$ cat config.mk
export PLATFORM = sky130hd
export DESIGN_NAME = glitch_pulse_gen
export DESIGN_NICKNAME = d
export VERILOG_FILES = /design/src/rtl/glitch_pulse_gen.sv
export SDC_FILE = /design/constraint.sdc
export NUM_CORES = 1
export LEC_CHECK = 0
export BUFFER_PORTS_ARGS = -buffer_cell sky130_fd_sc_hd__buf_4
export CORE_MARGIN = 2
export CORE_UTILIZATION = 46
export CTS_BUF_LIST = sky130_fd_sc_hd__clkbuf_4
export DETAILED_ROUTE_END_ITERATION = 10
export PLACE_DENSITY = 0.65
export SYNTH_ARGS = -nofsm -noshare
export SYNTH_HDL_FRONTEND = slang
export SYNTH_SLANG_ARGS = --single-unit
$ cat constraint.sdc
create_clock -name clock -period 4.02 [get_ports clock]
set_clock_uncertainty 0.2 [all_clocks]
set_input_delay 0.402 -clock clock [delete_from_list [all_inputs] [get_ports clock]]
set_output_delay 0.402 -clock clock [all_outputs]
set_load 0.005 [all_outputs]
$ cat src/rtl/glitch_pulse_gen.sv
// glitch_pulse_gen: single-shot fault-injection pulse generator.
// Once armed, waits for a synchronised rising edge on trigger, counts the
// latched delay, then drives glitch_out for the latched width. Losing PLL
// lock while not idle aborts immediately and returns to IDLE without done.
module glitch_pulse_gen #(
  parameter int DELAY_W = 16,
  parameter int WIDTH_W = 8
) (
  input  logic               clock,
  input  logic               reset,
  input  logic               locked,
  input  logic               trigger,
  input  logic               arm,
  input  logic [DELAY_W-1:0] delay,
  input  logic [WIDTH_W-1:0] width,
  output logic               glitch_out,
  output logic               armed,
  output logic               busy,
  output logic               done
);

  typedef enum logic [1:0] {
    S_IDLE,
    S_ARMED,
    S_DELAY,
    S_PULSE
  } state_t;

  state_t             state;
  logic               s1, s2, s3;
  logic               rise;
  logic [DELAY_W-1:0] delay_q;
  logic [WIDTH_W-1:0] width_q;
  logic [DELAY_W-1:0] dcnt;
  logic [WIDTH_W-1:0] pcnt;

  // Three-flop trigger synchroniser plus edge history; runs in every state.
  // NOTE: sequential state uses non-blocking (<=) so every flop samples the
  // pre-edge value of its neighbour; blocking here would collapse the chain.
  always_ff @(posedge clock) begin
    if (reset) begin
      s1 <= 1'b0;
      s2 <= 1'b0;
      s3 <= 1'b0;
    end else begin
      s1 <= trigger;
      s2 <= s1;
      s3 <= s2;
    end
  end

  // A new 0->1 transition of the synchronised trigger; a level held high
  // across arming never produces it.
  assign rise = s2 & ~s3;

  // Control FSM with registered outputs; lock loss outside IDLE aborts.
  always_ff @(posedge clock) begin
    if (reset) begin
      state      <= S_IDLE;
      delay_q    <= '0;
      width_q    <= '0;
      dcnt       <= '0;
      pcnt       <= '0;
      glitch_out <= 1'b0;
      armed      <= 1'b0;
      busy       <= 1'b0;
      done       <= 1'b0;
    end else begin
      done <= 1'b0;
      if (state != S_IDLE && !locked) begin
        // Abort: truncate any pulse in progress and suppress done.
        state      <= S_IDLE;
        glitch_out <= 1'b0;
        armed      <= 1'b0;
        busy       <= 1'b0;
      end else begin
        unique case (state)
          S_IDLE: begin
            if (arm && locked) begin
              delay_q <= delay;
              width_q <= width;
              armed   <= 1'b1;
              state   <= S_ARMED;
            end
          end
          S_ARMED: begin
            if (rise) begin
              armed <= 1'b0;
              if (delay_q != '0) begin
                dcnt  <= delay_q - DELAY_W'(1);
                busy  <= 1'b1;
                state <= S_DELAY;
              end else if (width_q != '0) begin
                pcnt       <= width_q - WIDTH_W'(1);
                glitch_out <= 1'b1;
                busy       <= 1'b1;
                state      <= S_PULSE;
              end else begin
                done  <= 1'b1;
                state <= S_IDLE;
              end
            end
          end
          S_DELAY: begin
            if (dcnt != '0) begin
              dcnt <= dcnt - DELAY_W'(1);
            end else if (width_q != '0) begin
              pcnt       <= width_q - WIDTH_W'(1);
              glitch_out <= 1'b1;
              state      <= S_PULSE;
            end else begin
              busy  <= 1'b0;
              done  <= 1'b1;
              state <= S_IDLE;
            end
          end
          S_PULSE: begin
            if (pcnt != '0) begin
              pcnt <= pcnt - WIDTH_W'(1);
            end else begin
              glitch_out <= 1'b0;
              busy       <= 1'b0;
              done       <= 1'b1;
              state      <= S_IDLE;
            end
          end
        endcase
      end
    end
  end

endmodule
# Word-level counts from Yosys, hierarchy flattened
# Index checks and enable logic that the tools add are counted.
# totals
out_inout_bits,4
elab_cells,90
register_bits,57
# op_classes
reduce_logical,20
mux,38
n_eq_ne,13
bitwise_logic,3
addsub,4
# op_table
op,count
$mux 16,3
$mux 8,5
$pmux 16 s2,1
$reduce_bool 16->1,2
$sub 16x1->16 const B,2
$pmux 8 s3,1
$ne 2x2->1 const B,9
$mux 1,17
$reduce_bool 8->1,2
$sub 8x1->8 const B,2
$mux 2,6
$reduce_and 6->1,2
$reduce_and 5->1,2
$pmux 1 s3,3
$pmux 2 s4,1
$reduce_and 3->1,2
$reduce_bool 2->1,3
$eq 2x2->1 const B,2
$reduce_and 4->1,1
$ne 3x3->1 const B,1
$reduce_bool 3->1,1
$eq 2x1->1 const B,1
$logic_and 1x1->1,2
$logic_not 2->1,1
other kinds (5),6

# Logic depth before layout (Yosys ltp)
# logic_depth
depth_word,5
ltp_mapped,11
mapped_depth_nobuf,9

# Least setup slack after synthesis
# OpenSTA, ideal clock, no wires.
# synth_timing
path_kind,register to register
startpoint,register state[1]
endpoint,register dcnt[12]
t_arrival_ns,2.882
required_ns,3.703
path_slack_ns,0.821
n_path_buf,3
path_stages_with_launch,12
cell_sequence,dfxtp_1 > nor2b_4 > buf_4 > buf_1 > mux2i_1 > ha_1 > o211ai_2 > or4_1 > buf_2 > o311ai_1 > o31ai_1 > a32o_1
# synth_via
elab_chain_len,4
elab_cells_between_ends,11
cone_classes,5 x eq/ne; 1 x mux; 1 x bitwise; 4 x reduce/logical
# synth_lines
element,line_no,source
"start, declared",29,state_t state;
"start signal, assigned",59,state <= S_IDLE;
"start signal, assigned",72,state <= S_IDLE;
"start signal, assigned",83,state <= S_ARMED;
"parallel branches: the longest is 4 deep, another holds $reduce_and 5->1",--,
"end signal, assigned",90,dcnt <= delay_q - DELAY_W'(1);
"end signal, assigned",106,dcnt <= dcnt - DELAY_W'(1);
"end, declared",34,logic [DELAY_W-1:0] dcnt;
# Several ways; the timed one is not identified.
# A chain may end at the register's enable or synchronous reset.

# Final worst setup path
# Ends and elaborated chain as after synthesis.

==> results.txt <==
- After synthesis, the largest area contributor takes up 35.2% of total cell area.
- No sink is reached through more buffers than the 2 on the longest clock path.
* Detailed Place HPWL: 5.95 mm
* Power, Total: 1740 uW
- Number of optimization iterations in the first detailed-route pass: 4
- Worst slew margin relative to its limit: 23.8%
- Status: complete, no violations
- Period minus WS final: 3.46 ns
* Worst reg-to-reg setup slack: 0.56 ns
- Leading post-synthesis cells by instance count: sky130_fd_sc_hd__nand2_1, sky130_fd_sc_hd__dfxtp_1, sky130_fd_sc_hd__a21oi_1
* Fmax: 289 MHz
* Number of nets in the layout: 487
- Number of library cell types mapped by synthesis: 58
- Count of flip-flops with a built-in enable after synthesis: 0
- The die is 88.0 um tall.
* Number of cell instances on the worst register-to-register path: 9
- Number of port buffers: 32
* Residual overflow from global routing: 0
- Of all nets on the critical path, the largest fanout is 16.
- Placement row count: 30
- Synthesis produced a netlist whose cell count is 436.
* Syn Std Cell Area: 0.00324 sq mm
* Endpoint kind of the worst setup timing path: register
* Share of synthesized area occupied by flip-flops and latches: 35.2%
- After clock tree synthesis, the repair step resized 0 gates.
- At the end of routability-driven placement, the weighted congestion stood at 0.944.
- In this run the worst setup path terminates at dcnt[12].
* Post-route DRC violation count: 0
- In this run the most used layer during global routing was met2.
* Met1 track demand over resource: 33.1%
- Number of antenna repair diodes: 0
* Area added between synthesis and finish: 13.8%
* Final period util: 86.2%
* DRC marker count from the first detailed-route iteration: 327
- The number of global-route vias before repair came to 3015.
- Unrepaired setup endpoints after global routing: no
- Entering global routing, the biggest net connects 55 pins.
- Number of ports placed on the die boundary: 33
* Die Footprint: 0.00774 sq mm
* Critical Path Start Type: register
- Num CTS Buffers: 9
- Top cells by area, synth: sky130_fd_sc_hd__dfxtp_1, sky130_fd_sc_hd__nand2_1, sky130_fd_sc_hd__a21oi_1
* Power density normalized to cell area: 472 mW/mm^2
* Static Leakage: 0.00137 uW
- VDD sags by at most 0.000312 V.
* Global-route total usage across every layer: 24.2%
- The final max-slew violation count is 0.
- CP Class: reg2reg
- Vias per inst: 5.95
* Met2 track demand over resource: 38.4%
* Most frequently used cell type in the post-synthesis netlist: sky130_fd_sc_hd__nand2_1
- Classification of the worst-slack hold path: in2reg
* Via count: 3316
- Antenna viol nets, final: 0
- The number of hold violations in the final report came to 0.
- Setup total negative slack on the finished layout was measured at 0 ns.
- After clock tree synthesis, the clock-pin slew on the worst setup and hold paths is 0.10 ns.
- Share of post-route cells with drive strength above 1: 14.3%
- Cell chosen for the clock root: sky130_fd_sc_hd__clkbuf_4
- Data required time at the worst endpoint: 4.12 ns
- Yosys printed 0 warnings.
- Setup violations remaining at the end of the flow were counted as 0.
- Total number of H-tree levels: 3
- Post-synth net total: 467
- For the worst setup path, the data arrival time is 3.57 ns.
- Critical register-to-register path endpoint: dcnt[12]
* CTS Sinks: 57
* Most area-hungry cell type in the Yosys netlist: sky130_fd_sc_hd__dfxtp_1
- In this run the critical register-to-register path is launched from state[1].
* GR met3 Demand/Resource: 4.81%
* Horizontal extent of the die: 88.0 um
- Commonest register cell after synthesis: sky130_fd_sc_hd__dfxtp_1
- Number of violations of the max-capacitance limit: 0
* Wire length per cell: 15.5 um
* Clock tree from TritonCTS: yes
* Worst hold stages: 3
* Transition time at the pin with the least slew margin: 1.14 ns
- The first global-routing pass estimated 14.7 mm of wire.
- After synthesis the netlist holds a flip-flop and latch count of 57.
- Clock Latency Late Sink: 0.41 ns
* Starting Density: 47.8%
* Initial antenna violation count: 0
- Averaged over all synthesized cells, the footprint is 7.44 sq um.
* Share of flip-flops with an asynchronous set or reset: 0%
- Worst setup path startpoint: state[1]
- Wirelength, routed: 8.64 mm
- Total core area: 0.00679 sq mm
-- logic make-up (layout without fill, tap and decap cells) --
family          Yosys count  after routing  share of synthesized area (%)
fa+ha+maj                 2              2                          0.771
flops                    57             57                           35.2
compound gates          123            123                           24.0
xor+xnor                  5              5                           1.35
mux                      15             15                           4.86
buf+inv                  33             58                           4.05
simple gates            201            201                           29.8
-- where the power goes --
group	total, uW	switching [uW]	internal, uW	leakage, uW
clock	485	229	256	0.0000862
combinational	570	344	226	0.000819
sequential	687	71.3	616	0.000463
-- worst max-delay path, cell delays in order, from the launching register on --
cell and delay, ns:
sky130_fd_sc_hd__dfxtp_1 0.65, sky130_fd_sc_hd__nor2b_4 0.27, sky130_fd_sc_hd__mux2_2 0.37, sky130_fd_sc_hd__inv_2 0.07, sky130_fd_sc_hd__ha_1 0.21, sky130_fd_sc_hd__o211ai_2 0.18, sky130_fd_sc_hd__or4_1 0.73, sky130_fd_sc_hd__o311ai_1 0.32
sky130_fd_sc_hd__o31ai_1 0.12, sky130_fd_sc_hd__a32o_1 0.22
-- layout by cell type, fill, tap and decap left out, drive strengths merged, types with 4 or more instances in the layout --
master  synthesis  final
inv             6      6
o211ai          8      8
dfxtp          57     57
nor2           43     43
nand4           4      4
a21oi          53     53
or3            11     11
buf             6     35
clkbuf         21     10
o221ai          6      6
a31oi           7      7
mux2i          12     12
nand3b          5      5
nor4            6      6
nor3           15     15
nor2b           5      5
xor2            4      4
nand2          80     80
a211oi          5      5
or4             6      6
or2             4      4
o21ai          20     20
nand3           8      8
-- flip-flops by register name, indices dropped and copies added, names as in the netlist, 2 cells and up --
| register | flops |
|---|---|
| width_q | 8 |
| delay_q | 16 |
| dcnt | 16 |
| state | 2 |
| pcnt | 8 |
-- worst min-delay path by stage --
stage | from | endpoint
finish | delay[6] | delay_q[6]
global route | delay[13] | delay_q[13]
floorplan | s1 | s2
detailed placement | s1 | s2
global placement | s1 | s2
CTS | width[0] | width_q[0]
-- repair_timing --
| item | CTS | global route |
|---|---|---|
| buffers inserted | 0 | 0 |
| hold endpoints to repair | 1 | 0 |
| hold buffers | 1 | 0 |
-- cell type report --
cell class	instances	area, sq um
fillers	660	3100
flip-flops and latches	57	1140
inverters	6	22.5
multi-input cells	346	1980
clock inverters	6	82.6
well taps	96	120
clock buffers	10	75.1
repair buffers	36	273
-- per-layer routing --
metal | routed length (um) | vias to the layer above
met5 | 0 | -
met4 | 131 | 0
met3 | 449 | 14
met2 | 3970 | 102
met1 | 4090 | 1576
li1 | - | 1624
-- through the flow --
stage	utilization, %	instances	hold slack [ns]	cell area [sq um]	setup WS, ns
floorplan	-	436	0.214	3240	0.821
global placement	51.9	540	0.228	3520	0.749
detailed placement	51.9	540	0.231	3520	0.636
CTS	54.3	557	0.00710	3690	0.606
global route	54.3	557	0.000355	3690	0.364
finish	54.3	557	0.0227	3690	0.555
No activity file was read; power rests on OpenSTA's default activity.
